$ cat src/rtl/serial_pattern_tx_pkg.sv
// Shared definitions for the serial pattern transmitter: FSM encoding and a
// counter width helper.
package serial_pattern_tx_pkg;

  typedef enum logic [1:0] {
    StIdle   = 2'd0,
    StSend   = 2'd1,
    StFinish = 2'd2
  } tx_state_e;

  // Width of a counter running 0..n-1; never narrower than one bit.
  function automatic int unsigned cnt_width(input int unsigned n);
    return (n <= 1) ? 1 : unsigned'($clog2(n));
  endfunction

endpackage

$ cat src/rtl/serial_pattern_tx_bit_period_counter.sv
// Modulo-PERIOD counter with enable and clear. Wrap is high on the enabled
// cycle where the count is at its last value, i.e. the final cycle of a bit.
module bit_period_counter
  import serial_pattern_tx_pkg::*;
#(
  parameter int unsigned PERIOD = 1
) (
  input  logic Clk,
  input  logic Reset,
  input  logic En,
  input  logic Clr,
  output logic Wrap
);

  localparam int unsigned CntW = cnt_width(PERIOD);
  localparam logic [CntW-1:0] LastCnt = CntW'(PERIOD - 1);

  logic [CntW-1:0] cnt_q, cnt_d;

  // Wrap pulse and next count; clear wins over enable.
  always_comb begin
    Wrap  = En && (cnt_q == LastCnt);
    cnt_d = cnt_q;
    if (Clr) begin
      cnt_d = '0;
    end else if (En) begin
      cnt_d = Wrap ? '0 : cnt_q + CntW'(1);
    end
  end

  // Count register with synchronous reset.
  always_ff @(posedge Clk) begin
    if (Reset) begin
      cnt_q <= '0;
    end else begin
      cnt_q <= cnt_d;
    end
  end

endmodule

$ cat src/rtl/serial_pattern_tx.sv
// Parallel-to-serial transmitter: accepts a word on Load/Ready and shifts it
// out MSB-first, BIT_CYCLES clocks per bit, then pulses Done for one cycle.
// Every output is a flop; nothing combinational reaches the ports.
module serial_pattern_tx
  import serial_pattern_tx_pkg::*;
#(
  parameter int unsigned WIDTH      = 8,
  parameter int unsigned BIT_CYCLES = 1,
  parameter logic        IDLE_LEVEL = 1'b0
) (
  input  logic             Clk,
  input  logic             Reset,
  input  logic             Load,
  input  logic [WIDTH-1:0] Data,
  output logic             Ready,
  output logic             Sout,
  output logic             Frame,
  output logic             Busy,
  output logic             Done
);

  localparam int unsigned BitW = $clog2(WIDTH + 1);
  localparam logic [BitW-1:0] LastBit = BitW'(WIDTH - 1);

  tx_state_e        state_q, state_d;
  logic [WIDTH-1:0] shift_q, shift_d;
  logic [BitW-1:0]  bit_cnt_q, bit_cnt_d;
  logic             sout_q, sout_d;
  logic             frame_q, frame_d;
  logic             ready_q, ready_d;
  logic             busy_q, busy_d;
  logic             done_q, done_d;

  logic             accept;
  logic             cnt_en;
  logic             cnt_wrap;

  // Acceptance only in idle; the period counter runs only while sending.
  always_comb begin
    accept = (state_q == StIdle) && Load;
    cnt_en = (state_q == StSend);
  end

  bit_period_counter #(
    .PERIOD(BIT_CYCLES)
  ) u_bit_period_counter (
    .Clk  (Clk),
    .Reset(Reset),
    .En   (cnt_en),
    .Clr  (accept),
    .Wrap (cnt_wrap)
  );

  // Next-state and registered-output logic.
  always_comb begin
    state_d   = state_q;
    shift_d   = shift_q;
    bit_cnt_d = bit_cnt_q;
    sout_d    = sout_q;
    frame_d   = frame_q;
    ready_d   = ready_q;
    busy_d    = busy_q;
    done_d    = 1'b0;

    unique case (state_q)
      StIdle: begin
        ready_d = 1'b1;
        busy_d  = 1'b0;
        frame_d = 1'b0;
        sout_d  = IDLE_LEVEL;
        if (Load) begin
          // MSB goes out in the very next cycle, so present it directly.
          shift_d   = Data;
          bit_cnt_d = '0;
          sout_d    = Data[WIDTH-1];
          frame_d   = 1'b1;
          busy_d    = 1'b1;
          ready_d   = 1'b0;
          state_d   = StSend;
        end
      end
      StSend: begin
        if (cnt_wrap) begin
          if (bit_cnt_q == LastBit) begin
            state_d = StFinish;
            sout_d  = IDLE_LEVEL;
            frame_d = 1'b0;
            done_d  = 1'b1;
          end else begin
            shift_d   = {shift_q[WIDTH-2:0], 1'b0};
            sout_d    = shift_q[WIDTH-2];
            bit_cnt_d = bit_cnt_q + BitW'(1);
          end
        end
      end
      StFinish: begin
        state_d   = StIdle;
        ready_d   = 1'b1;
        busy_d    = 1'b0;
        shift_d   = '0;
        bit_cnt_d = '0;
      end
      default: begin
        state_d   = StIdle;
        ready_d   = 1'b1;
        busy_d    = 1'b0;
        frame_d   = 1'b0;
        sout_d    = IDLE_LEVEL;
        shift_d   = '0;
        bit_cnt_d = '0;
      end
    endcase
  end

  // State and output registers; reset aborts any frame without Done.
  always_ff @(posedge Clk) begin
    if (Reset) begin
      state_q   <= StIdle;
      shift_q   <= '0;
      bit_cnt_q <= '0;
      sout_q    <= IDLE_LEVEL;
      frame_q   <= 1'b0;
      ready_q   <= 1'b1;
      busy_q    <= 1'b0;
      done_q    <= 1'b0;
    end else begin
      state_q   <= state_d;
      shift_q   <= shift_d;
      bit_cnt_q <= bit_cnt_d;
      sout_q    <= sout_d;
      frame_q   <= frame_d;
      ready_q   <= ready_d;
      busy_q    <= busy_d;
      done_q    <= done_d;
    end
  end

  assign Ready = ready_q;
  assign Sout  = sout_q;
  assign Frame = frame_q;
  assign Busy  = busy_q;
  assign Done  = done_q;

endmodule

$ cat config.mk
export PLATFORM = sky130hd
export DESIGN_NAME = serial_pattern_tx
export DESIGN_NICKNAME = d
export VERILOG_FILES = /design/src/rtl/serial_pattern_tx_pkg.sv /design/src/rtl/serial_pattern_tx_bit_period_counter.sv /design/src/rtl/serial_pattern_tx.sv
export SDC_FILE = /design/constraint.sdc
export NUM_CORES = 1
export LEC_CHECK = 0
export ABC_AREA = 1
export CAP_MARGIN = 40
export CORE_UTILIZATION = 50
export CTS_CLUSTER_DIAMETER = 150
export DETAILED_ROUTE_END_ITERATION = 8
export PLACE_DENSITY = 0.76
export SLEW_MARGIN = 20
export SYNTH_ARGS = -nofsm -noshare
export SYNTH_HDL_FRONTEND = slang
export SYNTH_SLANG_ARGS = --single-unit
export TNS_END_PERCENT = 1
$ cat constraint.sdc
create_clock -name Clk -period 1.9 [get_ports Clk]
set_clock_uncertainty 0.2 [all_clocks]
set_input_delay 0.57 -clock Clk [delete_from_list [all_inputs] [get_ports Clk]]
set_output_delay 0.57 -clock Clk [all_outputs]
set_load 0.03 [all_outputs]
==> flow_summary_export.csv <==
group,metric,value,unit
outcome,status,"complete, no violations",
yosys,synth-seq-cells,19,
critical_path,crit_path_top_delay_cell,"dlygate4sd2_1",
critical_path,worstPathRequired,1.13,ns
placed_design,place_congestion,0.901,
global_routing,grt_overflow,0,
floorplanning,ios,16,
timing,tns,0,ns
floorplanning,die_h,44.3,µm
power_and_ir_drop,power.leakage,0.000523,µW
global_routing,grt_usage,22.2,%
timing,hold_viol_final,0,
cells_and_area,layout-drive-gt1-share,9.21,%
timing,finalCritPeriodShare,95.3,%
drt,wirelength,1820,µm
global_routing,antenna_found_initial,0,
drt,drtPass1Iterations,4,
cts,postCtsResizedCells,5,
timing,whs,0.271,ns
global_routing,grt_pass1_wl,3200,µm
floorplanning,fp-row-count,14,
worst_hold_path,min_path_type,"register to register",
drt,antenna_left,0,
critical_path,worstSetupStartpointType,"register",
placed_design,io_buffers,15,
cts,clockBufferDepth,2,
timing,fmax,0.552,GHz
critical_path,arrival,1.04,ns
critical_path,path_delay_family,"buffers and inverters",
drt,first_iter_violations,15,
cells_and_area,area_growth,22.5,%
critical_path,critPathKind,"register to output pin",
critical_path,r2r-end,"bit_cnt_q[2]",
timing,finalSetupViolations,0,
yosys,yosys_warnings,0,
critical_path,slowest_delay,0.41,ns
job,maxCapViolCount,0,
drt,via_per_inst,4.78,
critical_path,critical_path_depth,1,
yosys,synth_cells,134,
cts,cts_tree,"built",
timing,rsz0062_at_grt,"false",
timing,slew_headroom,73.4,%
cts,insertion_delay,0.29,ns
drt,routedWlPerCell,10.3,µm
yosys,yosysSeqAreaShare,42.6,%
global_routing,grt_max_degree,13,
yosys,synth_fp_nets,146,
floorplanning,fp.coreArea,1590,µm²
floorplanning,start_util,56.0,%
power_and_ir_drop,vdd_ir_drop_max,528,µV
drt,drcViolationCount,0,
critical_path,startpoint,"Sout",
critical_path,path_cells,"dlygate4sd2_1",
floorplanning,die_x,44.3,µm
cts,ctsHoldBuffers,0,
cts,post_cts_buffers,0,
power_and_ir_drop,p_per_area,708,nW/µm²
cells_and_area,fillers,157,
cts,cts.sinks,19,
critical_path,crit_path_end_kind,"output pin",
critical_path,r2r-start,"bit_cnt_q[0]",
drt,num_vias,841,
cells_and_area,antenna_cells,0,
yosys,syn-cell-area,893,µm²
yosys,synth_cell_types,14,
floorplanning,dieArea,1960,µm²
yosys,avgSynthCellArea,6.67,µm²
timing,worstMarginPinSlew,0.395,ns
critical_path,crit_path_end,"Sout",
critical_path,crit_buf_inv,1,
cells_and_area,nets,165,
timing,timing.final.crit_period,1.81,ns
global_routing,grt_pass1_vias,780,
cts,clk_pin_slew,0.11,ns
placed_design,dp_hpwl,1390,µm
cts,cts_root_buf,"clkbuf_4",
critical_path,r2r_cells,7,
worst_hold_path,hp-start,"Sout",
cts,numCtsBuffers,3,
critical_path,reg2reg_slack,0.26,ns
timing,drv_slew,0,
critical_path,cp_max_fo,2,
cts,htreeDepth,1,
-- layer usage --
layer	GRT usage [%]	up-vias	wire length (µm)	share of wire (%)
li1	-	450	-	-
met1	28.0	380	868	48
met2	37.6	9	882	49
met3	3.67	2	47	2.6
met4	9.09	0	19	1.0
met5	0	-	0	0
-- cell type report --
cell class                 instances  area [µm²]  area share, %
multi-input combinational         99         453           41.4
sequential                        19         380           34.7
timing repair buffer              16         151           13.8
clock inverter                     1        5.00          0.457
tap                               24        30.0           2.74
clock buffer                       3        22.5           2.06
inverter                          14        52.6           4.80
-- logic make-up (layout without fill, tap and decap cells) --
kind of cell    Yosys count  count (layout)  share of synthesized area [%]
simple gates             82              82                           40.3
flops                    19              19                           42.6
compound gates           16              16                           8.96
buf+inv                  16              34                           6.72
fa+ha+maj                 1               1                           1.40
-- metrics by stage --
step,setup WS (ns),cells,total power (µW),utilization [%],area (µm²)
global placement,-0.0266,172,584,67.3,1070
floorplan,0.419,134,534,-,893
finish,0.0890,176,775,68.7,1090
detailed placement,-0.0273,172,587,67.3,1070
global route,0.0441,176,822,68.7,1090
CTS,0.0787,176,783,68.7,1090
-- sequential cells by signal (all words and copies together) (netlist names) --
name / flops
shift_q: 7
bit_cnt_q: 4
state_q: 2
Busy: 1
Done: 1
Frame: 1
Ready: 1
Sout: 1
u_bit_period_counter.cnt_q: 1
-- tightest hold or removal path: stages (launching register included) --
cell and delay (ns):
dfxtp_1 0.33, nand2_1 0.06, a21oi_1 0.05
-- synth_stat cells, drive strengths merged --
| cell | count | area [µm²] |
|---|---|---|
| nand2 | 45 | 186 |
| nor2 | 27 | 124 |
| dfxtp | 19 | 380 |
| inv | 14 | 52.6 |
| o21ai | 11 | 55.1 |
| nand3 | 8 | 40.0 |
| a21oi | 5 | 25.0 |
| clkbuf | 2 | 7.51 |
| nor3 | 2 | 10.0 |
| ha | 1 | 12.5 |
-- how the worst min path moves through the flow --
| stage | slack [ns] | depth (start not counted) | end |
|---|---|---|---|
| floorplan | 0.25 | 1 | Done |
| global placement | 0.25 | 2 | Busy |
| detailed placement | 0.26 | 2 | Sout |
| CTS | 0.28 | 2 | Sout |
| global route | 0.30 | 2 | Sout |
| finish | 0.27 | 2 | Sout |
-- cell usage in the layout, fill, tap and decap left out, types with 5 or more instances in the layout --
cell type	synthesis	layout
nand2_1	42	42
nand3_1	8	8
nor2_1	24	24
inv_1	11	11
o21ai_0	11	11
dfxtp_1	19	19
a21oi_1	5	5
dlygate4sd2_1	0	5
clkdlybuf4s50_1	0	10
-- power by group --
part | internal (µW) | switching, µW
clock | 78.2 | 123
sequential | 422 | 14.5
combinational | 56.0 | 81.8
Power figures use the tool's default switching activity.
